## src/rtl/prog_mem_if.sv

```systemverilog
// Fetch/load bus for prog_mem; the parity pins exist only when PROG_MEM_PARITY_EN is defined.
// master = the CPU/loader side, slave = the memory.
interface prog_mem_if #(
  parameter int ADDR_W = 4,
  parameter int DATA_W = 8
);
  logic              fetch_req;
  logic [ADDR_W-1:0] fetch_addr;
  logic [DATA_W-1:0] fetch_data;
  logic              fetch_valid;
  logic              load_start;
  logic              load_valid;
  logic              load_last;
  logic [DATA_W-1:0] load_data;
  logic              load_ready;
  logic              load_done;
  logic              busy;
`ifdef PROG_MEM_PARITY_EN
  logic              fetch_perr;
  logic              load_par_flip;

  modport master (
    output fetch_req, fetch_addr, load_start, load_valid, load_last, load_data, load_par_flip,
    input  fetch_data, fetch_valid, load_ready, load_done, busy, fetch_perr
  );
  modport slave (
    input  fetch_req, fetch_addr, load_start, load_valid, load_last, load_data, load_par_flip,
    output fetch_data, fetch_valid, load_ready, load_done, busy, fetch_perr
  );
`else
  modport master (
    output fetch_req, fetch_addr, load_start, load_valid, load_last, load_data,
    input  fetch_data, fetch_valid, load_ready, load_done, busy
  );
  modport slave (
    input  fetch_req, fetch_addr, load_start, load_valid, load_last, load_data,
    output fetch_data, fetch_valid, load_ready, load_done, busy
  );
`endif
endinterface

```

## src/rtl/prog_mem.sv

```systemverilog
// Program memory: boots a default image, serves 1-cycle fetches, accepts streamed reloads.
// Optional even-parity per word when PROG_MEM_PARITY_EN is defined.
module prog_mem #(
  parameter int ADDR_W = 4,
  parameter int DATA_W = 8
) (
  input  logic      clk,
  input  logic      reset,
  prog_mem_if.slave bus
);
  localparam int DEPTH = 2**ADDR_W;

  typedef enum logic [1:0] {BOOT, IDLE, LOAD} state_t;

  state_t            state_q, state_d;
  logic [ADDR_W-1:0] ptr_q, ptr_d;
  logic              load_done_q, load_done_d;
  logic              fetch_valid_q, fetch_valid_d;
  logic [DATA_W-1:0] fetch_data_q;
  logic              wr_en;
  logic [DATA_W-1:0] wr_data;
  logic              rd_en;
  logic              ptr_at_end;

  logic [DATA_W-1:0] mem [DEPTH];

  function automatic logic [DATA_W-1:0] boot_word(input logic [ADDR_W-1:0] a);
    logic [7:0] w;
    case (int'(a))
      0:       w = 8'hB0;
      1:       w = 8'h08;
      2:       w = 8'h19;
      3:       w = 8'h20;
      4:       w = 8'h10;
      5:       w = 8'h70;
      6:       w = 8'h00;
      7:       w = 8'h14;
      8:       w = 8'h04;
      9:       w = 8'hB2;
      default: w = 8'hB0;
    endcase
    return DATA_W'(w);
  endfunction

  assign ptr_at_end = (ptr_q == ADDR_W'(DEPTH-1));

  always_comb begin
    state_d       = state_q;
    ptr_d         = ptr_q;
    load_done_d   = 1'b0;
    fetch_valid_d = 1'b0;
    wr_en         = 1'b0;
    wr_data       = boot_word(ptr_q);
    rd_en         = 1'b0;
    case (state_q)
      BOOT: begin
        wr_en = 1'b1;
        ptr_d = ptr_q + ADDR_W'(1);
        if (ptr_at_end) begin
          state_d = IDLE;
          ptr_d   = '0;
        end
      end
      IDLE: begin
        // A load request wins; a fetch in the same cycle is dropped.
        if (bus.load_start) begin
          state_d = LOAD;
          ptr_d   = '0;
        end else if (bus.fetch_req) begin
          rd_en         = 1'b1;
          fetch_valid_d = 1'b1;
        end
      end
      LOAD: begin
        wr_data = bus.load_data;
        if (bus.load_valid) begin
          wr_en = 1'b1;
          ptr_d = ptr_q + ADDR_W'(1);
          if (bus.load_last || ptr_at_end) begin
            state_d     = IDLE;
            load_done_d = 1'b1;
            ptr_d       = '0;
          end
        end
      end
      default: state_d = BOOT;
    endcase
  end

  always_ff @(posedge clk) begin
    if (reset) begin
      state_q       <= BOOT;
      ptr_q         <= '0;
      load_done_q   <= 1'b0;
      fetch_valid_q <= 1'b0;
    end else begin
      state_q       <= state_d;
      ptr_q         <= ptr_d;
      load_done_q   <= load_done_d;
      fetch_valid_q <= fetch_valid_d;
    end
  end

  // Storage has no reset; BOOT rewrites every word after each reset.
  always_ff @(posedge clk) begin
    if (wr_en) begin
      mem[ptr_q] <= wr_data;
    end
  end

  always_ff @(posedge clk) begin
    if (reset) begin
      fetch_data_q <= '0;
    end else if (rd_en) begin
      fetch_data_q <= mem[bus.fetch_addr];
    end
  end

`ifdef PROG_MEM_PARITY_EN
  logic par_mem [DEPTH];
  logic par_q;
  logic wr_par;

  assign wr_par = (^wr_data) ^ ((state_q == LOAD) && bus.load_par_flip);

  always_ff @(posedge clk) begin
    if (wr_en) begin
      par_mem[ptr_q] <= wr_par;
    end
  end

  always_ff @(posedge clk) begin
    if (reset) begin
      par_q <= 1'b0;
    end else if (rd_en) begin
      par_q <= par_mem[bus.fetch_addr];
    end
  end

  assign bus.fetch_perr = fetch_valid_q & (par_q ^ (^fetch_data_q));
`endif

  assign bus.fetch_data  = fetch_data_q;
  assign bus.fetch_valid = fetch_valid_q;
  assign bus.load_done   = load_done_q;
  assign bus.load_ready  = (state_q == LOAD);
  assign bus.busy        = (state_q != IDLE);
endmodule
```

## src/flat_wrapper.sv

```systemverilog
// flat-port wrapper written by rule: the top's interface ports become plain ports
module prog_mem_flat 
#(
  parameter int ADDR_W = 4,
  parameter int DATA_W = 8
)
  (clk, reset, bus_fetch_req, bus_fetch_addr, bus_load_start, bus_load_valid, bus_load_last, bus_load_data, bus_fetch_data, bus_fetch_valid, bus_load_ready, bus_load_done, bus_busy);
  prog_mem_if #(.ADDR_W(ADDR_W), .DATA_W(DATA_W)) bus_i ();
  input  logic clk;
  input  logic reset;
  input wire logic [$bits(bus_i.fetch_req)-1:0] bus_fetch_req;
  input wire logic [$bits(bus_i.fetch_addr)-1:0] bus_fetch_addr;
  input wire logic [$bits(bus_i.load_start)-1:0] bus_load_start;
  input wire logic [$bits(bus_i.load_valid)-1:0] bus_load_valid;
  input wire logic [$bits(bus_i.load_last)-1:0] bus_load_last;
  input wire logic [$bits(bus_i.load_data)-1:0] bus_load_data;
  output wire logic [$bits(bus_i.fetch_data)-1:0] bus_fetch_data;
  output wire logic [$bits(bus_i.fetch_valid)-1:0] bus_fetch_valid;
  output wire logic [$bits(bus_i.load_ready)-1:0] bus_load_ready;
  output wire logic [$bits(bus_i.load_done)-1:0] bus_load_done;
  output wire logic [$bits(bus_i.busy)-1:0] bus_busy;
  assign bus_i.fetch_req = bus_fetch_req;
  assign bus_i.fetch_addr = bus_fetch_addr;
  assign bus_i.load_start = bus_load_start;
  assign bus_i.load_valid = bus_load_valid;
  assign bus_i.load_last = bus_load_last;
  assign bus_i.load_data = bus_load_data;
  assign bus_fetch_data = bus_i.fetch_data;
  assign bus_fetch_valid = bus_i.fetch_valid;
  assign bus_load_ready = bus_i.load_ready;
  assign bus_load_done = bus_i.load_done;
  assign bus_busy = bus_i.busy;
  prog_mem #(.ADDR_W(ADDR_W), .DATA_W(DATA_W)) u_core (.clk(clk), .reset(reset), .bus(bus_i));
endmodule
```

## config.mk

```make
export PLATFORM = sky130hd
export DESIGN_NAME = prog_mem_flat
export DESIGN_NICKNAME = d
export VERILOG_FILES = /design/src/rtl/prog_mem_if.sv /design/src/rtl/prog_mem.sv /design/src/flat_wrapper.sv
export SDC_FILE = /design/constraint.sdc
export NUM_CORES = 1
export LEC_CHECK = 0
export ABC_AREA = 1
export CORE_MARGIN = 4
export CORE_UTILIZATION = 50
export DETAILED_ROUTE_END_ITERATION = 6
export PLACE_DENSITY = 0.67
export SYNTH_ARGS = -nofsm -noshare
export SYNTH_HDL_FRONTEND = slang
export SYNTH_SLANG_ARGS = --single-unit
export TNS_END_PERCENT = 30
```

## constraint.sdc

```tcl
create_clock -name clk -period 2.7 [get_ports clk]
set_input_delay 0.675 -clock clk [delete_from_list [all_inputs] [get_ports clk]]
set_output_delay 0.675 -clock clk [all_outputs]
set_load 0.1 [all_outputs]
```

==> impl_metrics.toml, run 1 <==
[worst_hold_path]
hold_class = "reg -> reg"

[floorplan]
core_area_mm2 = 0.0128
fp.dieArea_mm2 = 0.0152
floorplan.initialDensity = 0.520
placement_rows = 41
io_pins = 30
die_width_um = 123
die_h_um = 123

[routing]
avgRoutedWirePerCell_um = 17.1
drt-total-wl_mm = 14.2
vias = 4357
dr.first_iter.drc_count = 422
router_iterations_before_antenna_repair = 5
vias_per_cell = 5.25
detail-route-antenna-nets = 0
detail_route.drc_violations = 0

[sta]
tightestPinTransition_ns = 0.770
setup_violations = 0
maxSlewViolCount = 0
fin_tns_setup_ns = 0
fmaxAchievable_ghz = 0.437
tmin_final_ns = 2.29
relSlewSlack = 0.486
unrepaired_setup_endpoints_after_global_routing = "no"
finalHoldViolCount = 0
skew_ns = 0.00990
setup_ws_ns = 0.411
period_share = 0.848

[yosys]
yosys_warnings = 0
postSynthNetCount = 631
synthDistinctLibCells = 32
postSynthCellCount = 600
seq_area_frac_synth = 0.649
synth.cell_area_mm2 = 0.00667
synth.ff_latch_count = 152
postSynthAreaPerCell_um2 = 11.1

[clocking]
cts.repair.resized = 0
cts_max_path_buffers = 2
worstSkewPairLatency_ns = 0.42
cts.htree.levels = 4
clock_tree_from_tritoncts = "built"
cts_post_setup_buffers_inserted = 0
clock_pin_slew_of_the_registers_on_the_worst_case_setup_and_hold_paths_ns = 0.06
clockRootBuffer = "sky130_fd_sc_hd__clkbuf_16"
cts_made_buffers = 17
clock_sink_total = 152
hold_buffers = 0

[cells_and_area]
antennaDiodeCount = 0
leading_cell_type_in_the_layout_fill_and_taps_excluded = "sky130_fd_sc_hd__edfxtp_1"
area_growth_pct = 17.3
drive_above_1_share = 0.147
final_cell_mix = "sky130_fd_sc_hd__edfxtp_1 (128), sky130_fd_sc_hd__inv_1 (96), sky130_fd_sc_hd__nand2_1 (83)"
final_nets = 676
post-route-util = 0.610
multi_input_area_mm2 = 0.00180
layout_fillers = 1042
sequential_cell_area_mm2 = 0.00432

[placement]
finalWeightedCongestion = 0.875
dp.final_hpwl_mm = 9.22
place_ws_ns = 0.00860
io_buffer_count = 29

[global_routing]
gr-total-overflow = 0
track_usage = 0.204
grt_start_max_net_pins = 65
first_global_vias = 4133
number_of_antenna_violations_at_the_first_check_in_global_routing = 0
global_route_wire_length_before_repair_mm = 22.8

[critical_path]
critical_path_arrival_ns = 2.61
crit_type = "reg -> reg"
crit_start_category = "flop"
cp-end-kind = "flop"
path_max_fanout = 5
cp.required_ns = 3.02

[power]
leakage_nw = 3.16
cellPowerDensity_mw_per_mm2 = 950
ir_drop_uv = 567

[run]
max_cap_viol = 0

[run_status]
result_of_the_run = "complete, no violations"
==> final timing paths <==
check | startpoint | to | slack, ns | cells after the start
worst max-delay path | u_core.state_q[0]$_SDFFE_PP0P_ | flop | 0.41 | 12
worst min-delay path | u_core.bus.fetch_data[3]$_SDFFE_PP0P_ | u_core.bus.fetch_data[3]$_SDFFE_PP0P_ | 0.56 | 3
worst max register to register | u_core.state_q[0]$_SDFFE_PP0P_ | flop | 0.41 | 12
worst min register to register | u_core.bus.fetch_data[3]$_SDFFE_PP0P_ | u_core.bus.fetch_data[3]$_SDFFE_PP0P_ | 0.56 | 3
==> cell families after synthesis <==
kind of cell,count (synthesis),share of synthesized area
AND/OR/NAND/NOR,192,0.144
adder cells (fa/ha/maj),13,0.0244
AO/OA/AOI/OAI,114,0.102
buffers and inverters,129,0.0809
flip-flops,152,0.649
==> layer usage <==
layer / up-vias / track usage / share of wire
li1: 2156 / - / -
met1: 2063 / 0.289 / 0.45
met2: 117 / 0.310 / 0.48
met3: 21 / 0.0366 / 0.054
met4: 0 / 0.0872 / 0.020
met5: - / 0 / 0
==> metrics by stage <==
stage	instances	instance area [um2]	total power (W)	hold slack [ns]
detailed placement	798	7210	0.00512	0.542
floorplan	600	6670	0.00444	0.512
finish	830	7820	0.00743	0.556
global route	830	7820	0.00778	0.585
CTS	830	7820	0.00747	0.559
global placement	798	7210	0.00505	0.536
==> cell usage after synthesis <==
| cell | instances | area share |
|---|---|---|
| sky130_fd_sc_hd__nand2_4 | 3 | 0.0051 |
| sky130_fd_sc_hd__nand3_2 | 9 | 0.014 |
| sky130_fd_sc_hd__nor2_4 | 1 | 0.0017 |
| sky130_fd_sc_hd__a2111oi_0 | 1 | 0.0013 |
| sky130_fd_sc_hd__nand4_1 | 4 | 0.0038 |
| sky130_fd_sc_hd__nand3_4 | 1 | 0.0026 |
| sky130_fd_sc_hd__o211ai_1 | 32 | 0.036 |
| sky130_fd_sc_hd__o21ai_0 | 34 | 0.026 |
| sky130_fd_sc_hd__edfxtp_1 | 128 | 0.58 |
| sky130_fd_sc_hd__clkbuf_1 | 5 | 0.0028 |
| sky130_fd_sc_hd__buf_1 | 1 | 0.00056 |
| sky130_fd_sc_hd__dfxtp_1 | 24 | 0.072 |
| sky130_fd_sc_hd__nor2_1 | 17 | 0.0096 |
| sky130_fd_sc_hd__nor2_2 | 2 | 0.0019 |
| sky130_fd_sc_hd__a21oi_1 | 36 | 0.027 |
| sky130_fd_sc_hd__nor3_1 | 3 | 0.0023 |
| sky130_fd_sc_hd__clkinv_1 | 1 | 0.00056 |
| sky130_fd_sc_hd__inv_2 | 3 | 0.0017 |
| sky130_fd_sc_hd__a21oi_2 | 1 | 0.0013 |
| sky130_fd_sc_hd__buf_6 | 4 | 0.0068 |
| sky130_fd_sc_hd__inv_1 | 96 | 0.054 |
| sky130_fd_sc_hd__nand2_8 | 1 | 0.0030 |
| sky130_fd_sc_hd__nand2_1 | 83 | 0.047 |
| sky130_fd_sc_hd__o21ai_1 | 2 | 0.0015 |
| sky130_fd_sc_hd__nand4_2 | 1 | 0.0019 |
| sky130_fd_sc_hd__nand2_2 | 2 | 0.0019 |
| sky130_fd_sc_hd__ha_1 | 13 | 0.024 |
| sky130_fd_sc_hd__buf_2 | 18 | 0.014 |
| sky130_fd_sc_hd__nor3_2 | 2 | 0.0030 |
| sky130_fd_sc_hd__inv_4 | 1 | 0.00094 |
| sky130_fd_sc_hd__o21a_1 | 8 | 0.0090 |
| sky130_fd_sc_hd__nand3_1 | 63 | 0.047 |
==> where the power goes <==
part | internal, W | switching [W] | total [W]
clock network | 0.00145 | 0.000905 | 0.00236
logic | 0.000490 | 0.00137 | 0.00186
registers | 0.00313 | 0.0000866 | 0.00322
==> flip-flops by register name, summed over array words and instances, names as in the netlist, named ones only <==
name,flops
u_core.bus.fetch_valid,1
u_core.state_q,2
u_core.mem,128
u_core.ptr_q,4
u_core.bus.load_done,1
u_core.bus.fetch_data,8
==> cell type report <==
cell class	count	share of cell area
Sequential cell	152	0.553
Multi-Input combinational cell	319	0.230
Clock buffer	24	0.0715
Timing Repair Buffer	54	0.0627
Inverter	101	0.0488
Tap cell	172	0.0275
Clock inverter	8	0.00624
==> critical path, cell delays in order (launching register included) <==
cell	delay, ns
sky130_fd_sc_hd__dfxtp_1	0.39
sky130_fd_sc_hd__inv_1	0.10
sky130_fd_sc_hd__ha_1	0.29
sky130_fd_sc_hd__nand2_1	0.19
sky130_fd_sc_hd__nand3_2	0.12
sky130_fd_sc_hd__nor2_2	0.15
sky130_fd_sc_hd__nand3_1	0.08
sky130_fd_sc_hd__o21ai_1	0.13
sky130_fd_sc_hd__nand2_1	0.18
sky130_fd_sc_hd__ha_1	0.34
sky130_fd_sc_hd__inv_1	0.06
sky130_fd_sc_hd__nand3_1	0.09
sky130_fd_sc_hd__nand3_2	0.07
Power figures use the tool's default switching activity.
==> run 2: changes to the inputs <==
- PLACE_DENSITY: 0.67 -> 0.7
- clock period: 2.7 -> 1.85 ns (I/O delays scaled with it)
==> run 2 against run 1 <==
Compared with the run above:
- register-to-register slack worse by 0.37 ns
- largest cell class unchanged
- first-iteration DRC count rose by 24%
- global-route usage up 0.71 points
- clock power up 44%
- final area grew 6.9%
- utilization is 4.2 points higher
- clock-buffer cell count is 5 lower
- setup slack got worse by 0.39 ns
==> impl_metrics.toml, run 2 (synthesis results as in run 1) <==
[clocking]
clockRootBuffer = "sky130_fd_sc_hd__clkbuf_16"
clock_tree_from_tritoncts = "built"
clock_sink_total = 152
cts_made_buffers = 17
cts_max_path_buffers = 2
clock_pin_slew_of_the_registers_on_the_worst_case_setup_and_hold_paths_ns = 0.06
cts.htree.levels = 4
worstSkewPairLatency_ns = 0.42

[floorplan]
core_area_mm2 = 0.0128
placement_rows = 41
io_pins = 30
fp.dieArea_mm2 = 0.0152
die_h_um = 123
floorplan.initialDensity = 0.520
die_width_um = 123

[global_routing]
global_route_wire_length_before_repair_mm = 23.3
gr-total-overflow = 0
grt_start_max_net_pins = 66
number_of_antenna_violations_at_the_first_check_in_global_routing = 0
track_usage = 0.211
first_global_vias = 4522

[critical_path]
cp-end-kind = "flop"
crit_slowest_cell = "sky130_fd_sc_hd__clkdlybuf4s50_1"
crit_start_category = "input pin"
path_max_fanout = 4
crit_type = "in -> reg"
crit_path_max_incr_delay_ns = 0.51
cp.required_ns = 2.17
crit_chain = "clkdlybuf4s50_1 > inv_1 > nand2_4 > nand3_4 > nor2_4 > nand3_2 > o21ai_2 > nand2_2 > ha_1 > inv_1 > nand3_1 > nand3_2"
critical_path_arrival_ns = 2.14

[routing]
dr.first_iter.drc_count = 525
drt-total-wl_mm = 15.4
router_iterations_before_antenna_repair = 7
detail_route.drc_violations = 0
vias = 4666
vias_per_cell = 5.39
detail-route-antenna-nets = 0
avgRoutedWirePerCell_um = 17.8

[cells_and_area]
layout_fillers = 970
final_nets = 711
post-route-util = 0.652
regMostFlops = "u_core.mem"
stdcell_area_mm2 = 0.00836
leading_cell_type_in_the_layout_fill_and_taps_excluded = "sky130_fd_sc_hd__edfxtp_1"
largest_register_ff_count = 128
antennaDiodeCount = 0
drive_above_1_share = 0.232
sequential_cell_area_mm2 = 0.00433
multi_input_area_mm2 = 0.00193
final_cell_mix = "sky130_fd_sc_hd__edfxtp_1 (128), sky130_fd_sc_hd__inv_1 (91), sky130_fd_sc_hd__nand2_1 (80)"
area_growth_pct = 25.5

[sta]
fmaxAchievable_ghz = 0.547
period_share = 0.987
skew_ns = 0.00814
finalHoldViolCount = 0
tmin_final_ns = 1.83
setup_violations = 0
relSlewSlack = 0.707
tightestPinTransition_ns = 0.439
maxSlewViolCount = 0
fin_tns_setup_ns = 0
unrepaired_setup_endpoints_after_global_routing = "yes"
setup_ws_ns = 0.0233

[placement]
placed_cell_area_mm2 = 0.00761
io_buffer_count = 29
place_ws_ns = -0.406
dp.final_hpwl_mm = 10.1
finalWeightedCongestion = 0.883

[run_status]
result_of_the_run = "complete, no violations"

[run]
max_cap_viol = 0

[power]
ir_drop_uv = 1010
leakage_nw = 3.34
cellPowerDensity_mw_per_mm2 = 1410
design_power_total_w = 0.0118

[worst_hold_path]
hold_class = "reg -> reg"
## run 2: cell types whose count changed in the layout (fill, tap and decap cells not counted), sizes merged
cell / delta
clkinv: +1
bufinv: +3
clkbuf: -5
buf: +35
clkinvlp: +5
inv: -4
## run 2: power breakdown
part / leakage (nW) / internal, W / switching (W)
registers: 1.37 / 0.00457 / 0.000164
logic: 1.69 / 0.00134 / 0.00227
clock network: 0.272 / 0.00211 / 0.00131
## run 2: repair_timing
action / 4_1_cts / 5_1_grt
buffers inserted: 2 / 4
hold buffers: 0 / 0
setup endpoints to repair: 63 / 103
gates resized for setup: 13 / 24
pin swaps: 1 / 7
## run 2: worst paths after layout
check	endpoint	slack, ns	depth (start not counted)	start
max	flop	0.02	12	bus_load_valid
min	u_core.bus.fetch_data[3]$_SDFFE_PP0P_	0.62	3	u_core.bus.fetch_data[3]$_SDFFE_PP0P_
max reg2reg	flop	0.04	12	u_core.state_q[0]$_SDFFE_PP0P_
min reg2reg	u_core.bus.fetch_data[3]$_SDFFE_PP0P_	0.62	3	u_core.bus.fetch_data[3]$_SDFFE_PP0P_
## run 2: through the flow
| step | hold slack [ns] | cells |
|---|---|---|
| 2_1_floorplan | 0.513 | 600 |
| 3_3_place_gp | 0.606 | 827 |
| 3_5_place_dp | 0.601 | 827 |
| 4_1_cts | 0.626 | 861 |
| 5_1_grt | 0.660 | 865 |
| 6_report | 0.622 | 865 |
## run 2: final cells by class
cell class                 count  share of cell area
clock buffer                  19              0.0518
multi-input combinational    319               0.231
timing repair buffer          89               0.108
tap                          172              0.0257
sequential                   152               0.518
inverter                     101              0.0468
clock inverter                13              0.0186
## run 2: critical path, delay by kind of cell
kind,cells,cell delay [ns]
adder cells (fa/ha/maj),1,0.29
AO/OA/AOI/OAI,1,0.08
AND/OR/NAND/NOR,7,0.66
buffers and inverters,3,0.66
## run 2: metal layers
| layer | up-vias | GRT usage | share of wire |
|---|---|---|---|
| li1 | 2231 | - | - |
| met2 | 159 | 0.334 | 0.49 |
| met4 | 0 | 0.102 | 0.040 |
| met3 | 39 | 0.0586 | 0.056 |
| met5 | - | 0 | 0 |
| met1 | 2237 | 0.268 | 0.42 |
==> run 3: changes to the inputs <==
- CORE_ASPECT_RATIO: unset -> 0.8
==> run 3 against run 2 <==
Compared with the run above:
- the run now ends with negative setup slack left
- routed wire length is 1.4% lower
- total power hardly changed
- non-clock buffer count is 4 lower
- sequential cell count stayed put
- clock skew hardly changed
- setup slack worse by 0.047 ns
- combinational power hardly changed
- clock-buffer cell count stayed put
- first-iteration DRC count is 5.5% lower
- via count is 1.9% lower
- highest routed layer unchanged
==> impl_metrics.toml, run 3 (synthesis results as in run 1) <==
[cells_and_area]
antennaDiodeCount = 0
leading_cell_type_in_the_layout_fill_and_taps_excluded = "sky130_fd_sc_hd__edfxtp_1"
final_cell_mix = "sky130_fd_sc_hd__edfxtp_1 (128), sky130_fd_sc_hd__inv_1 (91), sky130_fd_sc_hd__nand2_1 (80)"
sequential_cell_area_mm2 = 0.00433
multi_input_area_mm2 = 0.00191
final_nets = 707
largest_register_ff_count = 128
stdcell_area_mm2 = 0.00835
regMostFlops = "u_core.mem"
area_growth_pct = 25.3
layout_fillers = 988
post-route-util = 0.644
drive_above_1_share = 0.226

[routing]
met2RoutedLength_mm = 7.13
wl_met3_mm = 1.14
routed.top_layer = "met4"
detail-route-antenna-nets = 0
detail_route.drc_violations = 0
dr.first_iter.drc_count = 496
router_iterations_before_antenna_repair = 5
avgRoutedWirePerCell_um = 17.5
wl_met1_mm = 6.67
vias = 4579
drt-total-wl_mm = 15.2
vias_per_cell = 5.30

[clocking]
clock_sink_total = 152
clock_pin_slew_of_the_registers_on_the_worst_case_setup_and_hold_paths_ns = 0.06
worstSkewPairLatency_ns = 0.42
cts_made_buffers = 17
cts.htree.levels = 4
clock_tree_from_tritoncts = "built"
cts_max_path_buffers = 2
clockRootBuffer = "sky130_fd_sc_hd__clkbuf_16"

[critical_path]
critical_path_arrival_ns = 1.41
crit_start_category = "flop"
path_max_fanout = 3
crit_type = "reg -> out"
cp.required_ns = 1.39
cp-end-kind = "output port"

[sta]
fin_tns_setup_ns = -0.0237
maxSlewViolCount = 0
finalHoldViolCount = 0
skew_ns = 0.00835
period_share = 1.01
tightestPinTransition_ns = 0.500
relSlewSlack = 0.666
setup_violations = 1
setup_ws_ns = -0.0237
unrepaired_setup_endpoints_after_global_routing = "yes"
fmaxAchievable_ghz = 0.534
tmin_final_ns = 1.87

[floorplan]
io_pins = 30
core_area_mm2 = 0.0130
placement_rows = 37
die_h_um = 111
floorplan.initialDensity = 0.514
die_width_um = 137
fp.dieArea_mm2 = 0.0153

[global_routing]
number_of_antenna_violations_at_the_first_check_in_global_routing = 0
first_global_vias = 4596
grt_start_max_net_pins = 63
global_route_wire_length_before_repair_mm = 24.2
track_usage = 0.210
gr-total-overflow = 0

[run]
max_cap_viol = 0

[run_status]
result_of_the_run = "finished with violations"
failing_checks = "negative setup slack"

[power]
leakage_nw = 3.35
cellPowerDensity_mw_per_mm2 = 1410
ir_drop_uv = 1450

[placement]
placed_cell_area_mm2 = 0.00764
place_ws_ns = -0.402
finalWeightedCongestion = 0.849
dp.final_hpwl_mm = 10.3
io_buffer_count = 29

[worst_hold_path]
hold_class = "reg -> reg"
==> run 3: cell count changes in the layout (fill, tap and decap cells not counted), moves of 3 or more <==
cell | before | now
sky130_fd_sc_hd__inv_8 | 0 | 3
sky130_fd_sc_hd__buf_4 | 56 | 50
sky130_fd_sc_hd__inv_6 | 1 | 5
sky130_fd_sc_hd__buf_12 | 15 | 18
sky130_fd_sc_hd__clkinvlp_4 | 5 | 2
==> run 3: final timing paths <==
kind	startpoint	endpoint	slack (ns)	cells past startpoint
setup reg to reg	u_core.state_q[0]$_SDFFE_PP0P_	flop	0.04	12
hold reg to reg	u_core.state_q[0]$_SDFFE_PP0P_	u_core.state_q[0]$_SDFFE_PP0P_	0.54	2
setup / recovery	u_core.state_q[1]$_SDFFE_PP0P_	bus_busy	-0.02	5
hold / removal	u_core.state_q[0]$_SDFFE_PP0P_	u_core.state_q[0]$_SDFFE_PP0P_	0.54	2
==> run 3: final cells by class <==
type                    instances  area share
clock buffers                  19      0.0556
clock inverters                13      0.0159
inverters                     101      0.0460
multi-input cells             319       0.229
flip-flops and latches        152       0.519
well taps                     175      0.0262
repair buffers                 85       0.108
==> run 3: critical path, cell delays in order (launching register included) <==
cell and delay (ns):
sky130_fd_sc_hd__dfxtp_4 0.37, sky130_fd_sc_hd__inv_2 0.06, sky130_fd_sc_hd__ha_2 0.19, sky130_fd_sc_hd__buf_4 0.15
sky130_fd_sc_hd__inv_2 0.06, sky130_fd_sc_hd__buf_12 0.16
==> run 3: per-stage QoR <==
step	std cells	total power, W	hold slack (ns)
2_1_floorplan	600	0.00656	0.513
3_3_place_gp	829	0.00808	0.541
3_5_place_dp	829	0.00817	0.544
4_1_cts	863	0.0117	0.554
5_1_grt	864	0.0123	0.568
6_report	864	0.0118	0.542
==> run 3: timing repair <==
action,4_1_cts,5_1_grt
pin swaps,3,4
buffers inserted,2,1
hold buffers,0,0
gates resized for setup,13,15
setup endpoints to repair,32,48
cloned,0,0
==> run 3: routing by layer <==
layer	track usage	vias up
met2	0.320	148
met4	0.0545	0
met3	0.0594	23
li1	-	2228
met1	0.299	2180
met5	0	-
==> run 3: report_power, final <==
part	switching, W	internal (W)	total [W]
combinational	0.00225	0.00135	0.00360
clock	0.00143	0.00201	0.00344
sequential	0.000155	0.00457	0.00473
total	0.00383	0.00793	0.0118
